File: src/rtl/bft_leaf_port.sv
// PE-side leaf endpoint of the butterfly-fat-tree: TX FIFO with resend hold,
// RX FIFO fed by the network and by local loopback of self-addressed packets.
module bft_leaf_port #(
    parameter int NUM_LEAVES = 16,
    parameter int PAYLOAD_SZ = 44,
    parameter int SELF_ADDR  = 0,
    parameter int TX_DEPTH   = 8,
    parameter int RX_DEPTH   = 8,
    localparam int ADDR_W    = $clog2(NUM_LEAVES),
    localparam int P_SZ      = 1 + ADDR_W + PAYLOAD_SZ
) (
    input  logic                  clk,
    input  logic                  reset,
    input  logic [PAYLOAD_SZ-1:0] in_data,
    input  logic [ADDR_W-1:0]     in_dest,
    input  logic                  in_valid,
    output logic                  in_ready,
    output logic [PAYLOAD_SZ-1:0] out_data,
    output logic                  out_valid,
    input  logic                  out_ready,
    output logic [P_SZ-1:0]       dout_leaf,
    input  logic [P_SZ-1:0]       din_leaf,
    input  logic                  resend,
    output logic [15:0]           drop_cnt,
    output logic [15:0]           retry_cnt
);
    localparam int TXA  = $clog2(TX_DEPTH);
    localparam int RXA  = $clog2(RX_DEPTH);
    localparam int E_SZ = ADDR_W + PAYLOAD_SZ;
    localparam logic [ADDR_W-1:0] SELF = ADDR_W'(SELF_ADDR);

    logic [E_SZ-1:0]       tx_mem [TX_DEPTH];
    logic [PAYLOAD_SZ-1:0] rx_mem [RX_DEPTH];

    logic [TXA:0]      tx_wp_q, tx_wp_d, tx_rp_q, tx_rp_d;
    logic [RXA:0]      rx_wp_q, rx_wp_d, rx_rp_q, rx_rp_d;
    logic [P_SZ-1:0]   dout_q, dout_d;
    logic [15:0]       drop_q, drop_d, retry_q, retry_d;

    logic tx_full, tx_empty, tx_push, tx_pop;
    logic rx_full, rx_empty, rx_push, rx_pop, rx_space;
    logic hold, head_self, din_valid, loop_ok, drop;
    logic [E_SZ-1:0]       tx_head;
    logic [ADDR_W-1:0]     head_dest;
    logic [PAYLOAD_SZ-1:0] head_pl, rx_wdata;
    logic                  din_dest_unused;

    assign tx_empty = tx_wp_q == tx_rp_q;
    assign tx_full  = (tx_wp_q[TXA-1:0] == tx_rp_q[TXA-1:0])
                   && (tx_wp_q[TXA] != tx_rp_q[TXA]);
    assign rx_empty = rx_wp_q == rx_rp_q;
    assign rx_full  = (rx_wp_q[RXA-1:0] == rx_rp_q[RXA-1:0])
                   && (rx_wp_q[RXA] != rx_rp_q[RXA]);

    assign in_ready  = !tx_full;
    assign out_valid = !rx_empty;
    assign out_data  = rx_mem[rx_rp_q[RXA-1:0]];
    assign dout_leaf = dout_q;
    assign drop_cnt  = drop_q;
    assign retry_cnt = retry_q;

    assign tx_head   = tx_mem[tx_rp_q[TXA-1:0]];
    assign head_dest = tx_head[E_SZ-1 -: ADDR_W];
    assign head_pl   = tx_head[PAYLOAD_SZ-1:0];
    assign head_self = head_dest == SELF;
    assign din_valid = din_leaf[P_SZ-1];
    // Arrivals are not routed on, so their dest field carries no meaning here
    assign din_dest_unused = ^din_leaf[P_SZ-2 -: ADDR_W];

    // A same-edge RX pop frees a slot for the incoming write
    assign rx_pop   = out_valid && out_ready;
    assign rx_space = !rx_full || rx_pop;

    assign hold    = resend && dout_q[P_SZ-1];
    assign tx_push = in_valid && !tx_full;
    assign loop_ok = !din_valid && rx_space;
    assign tx_pop  = !hold && !tx_empty && (!head_self || loop_ok);

    always_comb begin
        rx_push  = 1'b0;
        rx_wdata = din_leaf[PAYLOAD_SZ-1:0];
        drop     = 1'b0;
        if (din_valid) begin
            rx_push = rx_space;
            drop    = !rx_space;
        end else if (tx_pop && head_self) begin
            rx_push  = 1'b1;
            rx_wdata = head_pl;
        end
    end

    always_comb begin
        dout_d  = '0;
        retry_d = retry_q;
        drop_d  = drop_q;
        tx_wp_d = tx_wp_q;
        tx_rp_d = tx_rp_q;
        rx_wp_d = rx_wp_q;
        rx_rp_d = rx_rp_q;
        if (hold) begin
            dout_d = dout_q;
            if (retry_q != 16'hFFFF) retry_d = retry_q + 16'd1;
        end else if (tx_pop && !head_self) begin
            dout_d = {1'b1, tx_head};
        end
        if (drop && drop_q != 16'hFFFF) drop_d = drop_q + 16'd1;
        if (tx_push) tx_wp_d = tx_wp_q + 1'b1;
        if (tx_pop)  tx_rp_d = tx_rp_q + 1'b1;
        if (rx_push) rx_wp_d = rx_wp_q + 1'b1;
        if (rx_pop)  rx_rp_d = rx_rp_q + 1'b1;
    end

    always_ff @(posedge clk or negedge reset) begin
        if (!reset) begin
            dout_q  <= '0;
            retry_q <= '0;
            drop_q  <= '0;
            tx_wp_q <= '0;
            tx_rp_q <= '0;
            rx_wp_q <= '0;
            rx_rp_q <= '0;
        end else begin
            dout_q  <= dout_d;
            retry_q <= retry_d;
            drop_q  <= drop_d;
            tx_wp_q <= tx_wp_d;
            tx_rp_q <= tx_rp_d;
            rx_wp_q <= rx_wp_d;
            rx_rp_q <= rx_rp_d;
        end
    end

    always_ff @(posedge clk) begin
        if (tx_push) tx_mem[tx_wp_q[TXA-1:0]] <= {in_dest, in_data};
        if (rx_push) rx_mem[rx_wp_q[RXA-1:0]] <= rx_wdata;
    end
endmodule
File: config.mk
export PLATFORM = sky130hd
export DESIGN_NAME = bft_leaf_port
export DESIGN_NICKNAME = d
export VERILOG_FILES = /design/src/rtl/bft_leaf_port.sv
export SDC_FILE = /design/constraint.sdc
export NUM_CORES = 1
export LEC_CHECK = 0
export BUFFER_PORTS_ARGS = -buffer_cell sky130_fd_sc_hd__buf_2
export CAP_MARGIN = 10
export CORE_ASPECT_RATIO = 1.75
export CORE_MARGIN = 4
export CORE_UTILIZATION = 44
export DETAILED_ROUTE_END_ITERATION = 10
export GPL_TIMING_DRIVEN = 1
export PLACE_DENSITY = 0.59
export SLEW_MARGIN = 0
export SYNTH_ARGS = -nofsm -noshare
export SYNTH_HDL_FRONTEND = slang
export SYNTH_SLANG_ARGS = --single-unit
File: constraint.sdc
create_clock -name clk -period 14.25 [get_ports clk]
set_input_delay 2.85 -clock clk [delete_from_list [all_inputs] [get_ports clk]]
set_output_delay 2.85 -clock clk [all_outputs]
set_load 0.01 [all_outputs]
==> results.txt <==
----------------------------------------------------
[CTS]
  Number of clock sinks ... 833
  Number of buffers between clock root and the deepest sink ... 3
  Max H-tree Level ... 3
  PostCTS Resize Cnt ... 0
  Cell at the root of the clock tree ... clkbuf_16
  Postcts setup bufs ... 0
  Clk slew on worst S/H paths ... 0.06 ns
  Number of buffers inserted during clock tree synthesis ... 74
  Later-pin clock latency in the skew report ... 0.60 ns
  TritonCTS clock tree ... done
  Cts-stage hold buffer count ... 0

[Critical path]
  Maximum fanout along the worst path ... 38
  Category of the worst setup path capture point ... output pin
  Crit path kind ... reg2out
  Arrival time at the worst endpoint ... 3.76 ns
  Element type at the critical path start ... register
  Req. time, crit path ... 11.40 ns

[Timing]
  Post-route setup TNS ... 0 ns
  Worst clock skew ... 0.0250 ns
  Rel. slew slack ... 29.0%
  Number of endpoints failing setup at the final stage ... 0
  Post-route clock period utilization ... 46.4%
  Worst-Margin Slew ... 1.07 ns
  Total count of max-transition violations in the final report ... 0
  Setup repair after global routing missed its margin ... false
  Post-layout minimum cycle time ... 6.61 ns
  Maximum frequency from static timing analysis ... 151 MHz
  Final hold vios ... 0

[Run status]
  Outcome ... finished, final reports clean

[Global route]
  Vias in the first global route ... 16.4k
  Largest net degree at the start of global routing ... 71
  Wire length of the first global-routing pass ... 107 mm
  Total track usage ... 18.3%
  Total global routing overflow ... 0
  Initial antenna violation count ... 20

[Route]
  WL per Instance ... 26.6 um
  Antenna viol nets, final ... 0
  Total DRC errors in the routed layout ... 0
  1st-pass router iterations ... 5
  Total number of vias ... 15.4k
  DRC violation total after the first TritonRoute iteration ... 1066
  Post-Route WL ... 72.3 mm
  Via density ... 5.67

[Logic synthesis]
  Main combinational cell family by area after synthesis ... multiplexers
  Leading register cell type out of synthesis ... edfxtp_1
  Share of cell area taken by muxes after synthesis ... 18.2%
  Count of yosys warnings during synthesis ... 0
  Synthesized-area fraction occupied by adder cells ... 0.230%
  Basic-gate share of the synthesized area counting and, or, nand and nor cells ... 1.83%
  Summed instance area of the synthesized netlist ... 32600 um^2
  Area share of xor/xnor cells in the synthesized design ... 1.26%
  Synthesized Nets ... 1587
  #FFs+latches synth ... 833
  Post-synthesis sequential area ratio ... 75.3%
  Unique cell type count in the Yosys netlist ... 52
  Count of flip-flops with a built-in enable after synthesis ... 736
  Syn Area/Cell ... 22.0 um^2
  Async SR Flop Fraction ... 11.6%
  Cell count after synthesis ... 1479
  Fraction of the mapped netlist area in compound gates ... 1.95%

[Finish]
  Final nets ... 1839
  Sequential cell area ... 24500 um^2
  Combined area of the multi-input logic cells ... 7770 um^2
  Post-Layout Cell Count ... 2723
  Filler Cell Count ... 5853
  Fraction of final layout cells with drive strength greater than 1 ... 39.2%
  Signed area change from the synthesized netlist to the final layout ... 13.9%

[Power and ir drop]
  NetSw ... 2400 uW
  Switching portion of total power ... 31.0%
  Worst IR drop on VDD ... 128 uV
  Pwr dens ... 208 nW/um^2
  Fraction of power consumed by the clock network ... 24.5%
  Internal Dissipation ... 5330 uW
  Share of power burned in combinational logic ... 31.7%
  Power share of the sequential group ... 43.8%
  Leakage ... 0.0127 uW

[Die]
  Core box area ... 73100 um^2
  X dimension of the die ... 214 um
  Starting density of the core ... 44.6%
  Area enclosed by the die boundary ... 78700 um^2
  Top-level I/O count ... 229
  Die Height ... 368 um
  Number of placement rows ... 131

[Placement]
  Port Buffer Count ... 224
  Cells after DPL ... 2586
  Detailed placer's ending HPWL ... 43.2 mm
  Weighted congestion reported at the end of routability-driven placement ... 0.820

[Flow run]
  Max-cap violations ... 0

[Min path]
  Hold Path Class ... reg2reg

----------------------------------------------------
==> per-layer routing <==
layer  vias up  share of wire (%)  routed length, um  track usage (%)
met2       405                 50              36300             30.1
met1      8220                 41              29600             24.7
li1       6676                  -                  -                -
met5         -               0.16                114                0
met4        18                2.9               2090             6.07
met3       126                5.9               4230             3.84
==> cell families (layout without fill, tap and decap cells) <==
| logic type | after synthesis | after routing |
|---|---|---|
| DFF | 833 | 833 |
| other | 0 | 8 |
| xor gates and xnor gates | 47 | 47 |
| buffers and inverters | 85 | 390 |
| adders and majority gates | 6 | 6 |
| muxes | 327 | 327 |
| AOI/OAI and AO/OA | 71 | 71 |
| and+or+nand+nor | 110 | 110 |
==> flip-flops by register name, summed over array words and instances, names as in the netlist, 16 cells and up <==
name / flops
drop_cnt: 16
retry_cnt: 16
rx_mem: 352
dout_leaf: 49
tx_mem: 384
==> placed cells by master (no fill, tap or decap), drive strengths merged, types with 2 or more instances in the layout <==
cell type and n:
o211ai 5, o21ai 7, a32o 44, and4 5, or2 2, mux4 184
xnor2 31, o2111ai 2, bufinv 4, clkinv 27, nor4b 3, inv 8
clkbuf 94, a21oi 5, nor2 17, nor3 7, nor4 6, buf 256
diode 8, nand2 27, mux2i 4, nand2b 2, nand3 15, xor2 16
mux2 139, nand4 10, and3 8, a211oi 2, and2 3, ha 6
edfxtp 736, dfrtp 97
==> worst paths after layout <==
check	start	to	cells after the start	slack (ns)
min in group asynchronous	reset	retry_cnt[13]$_DFFE_PN0P_	1	2.24
max	rx_rp_q[0]$_DFFE_PN0P_	out_data[3]	5	7.64
min reg2reg	dout_leaf[45]$_DFFE_PN0N_	dout_leaf[45]$_DFFE_PN0N_	2	0.48
max reg2reg	tx_rp_q[0]$_DFFE_PN0N_	tx_rp_q[1]$_DFFE_PN0N_	7	9.73
max in group asynchronous	reset	tx_rp_q[0]$_DFFE_PN0N_	2	10.67
min	dout_leaf[45]$_DFFE_PN0N_	dout_leaf[45]$_DFFE_PN0N_	2	0.48
==> stage by stage <==
step           instance area, um^2  utilization [%]  power (uW)  setup slack [ns]  hold WS (ns)
3_3_place_gp                 34900             47.7        5910              8.10         0.467
6_report                     37100             50.8        7730              7.64         0.477
2_1_floorplan                32600                -        5060              5.13         0.462
3_5_place_dp                 34900             47.7        5960              8.08         0.471
5_1_grt                      37100             50.8        8110              7.29         0.504
4_1_cts                      37100             50.8        7860              7.43         0.486
==> power groups by stage <==
stage / Clock (uW) / Combinational [uW] / Sequential (uW)
floorplan: 0 / 1690 / 3370
global placement: 0 / 2490 / 3420
detailed placement: 0 / 2510 / 3450
CTS: 1940 / 2520 / 3400
global route: 2040 / 2640 / 3430
finish: 1890 / 2450 / 3390
==> cell type report <==
| type | instances | area share, % |
|---|---|---|
| Multi-Input combinational cell | 561 | 20.9 |
| Sequential cell | 833 | 66.1 |
| Timing Repair Buffer | 256 | 3.67 |
| Clock buffer | 94 | 5.30 |
| Clock inverter | 35 | 0.738 |
| Antenna cell | 8 | 0.0539 |
| Tap cell | 931 | 3.14 |
| Inverter | 5 | 0.0505 |
==> cells in the mapped netlist (all sizes together) (5+ instances only) <==
library cell	n	area [um^2]
dfrtp	97	2430
buf	37	238
a21oi	5	28.8
o21ai	7	35.0
xor2	16	140
mux2	139	1720
o211ai	5	37.5
nand4	10	62.6
nor2	17	63.8
mux4	184	4170
inv	5	18.8
nand3	15	75.1
a32o	44	440
ha	6	75.1
xnor2	31	272
and4	5	46.3
edfxtp	736	22100
nor3	7	35.0
clkbuf	43	165
and3	8	50.1
nor4	6	37.5
nand2	27	118
==> worst max-delay path: stages (launching register included) <==
cell and delay [ns]:
dfrtp_4 0.71, buf_4 0.63, buf_4 0.73, mux4_2 0.59, mux2_2 0.30, buf_2 0.16
Note: power is estimated with default switching activity, not from simulation.
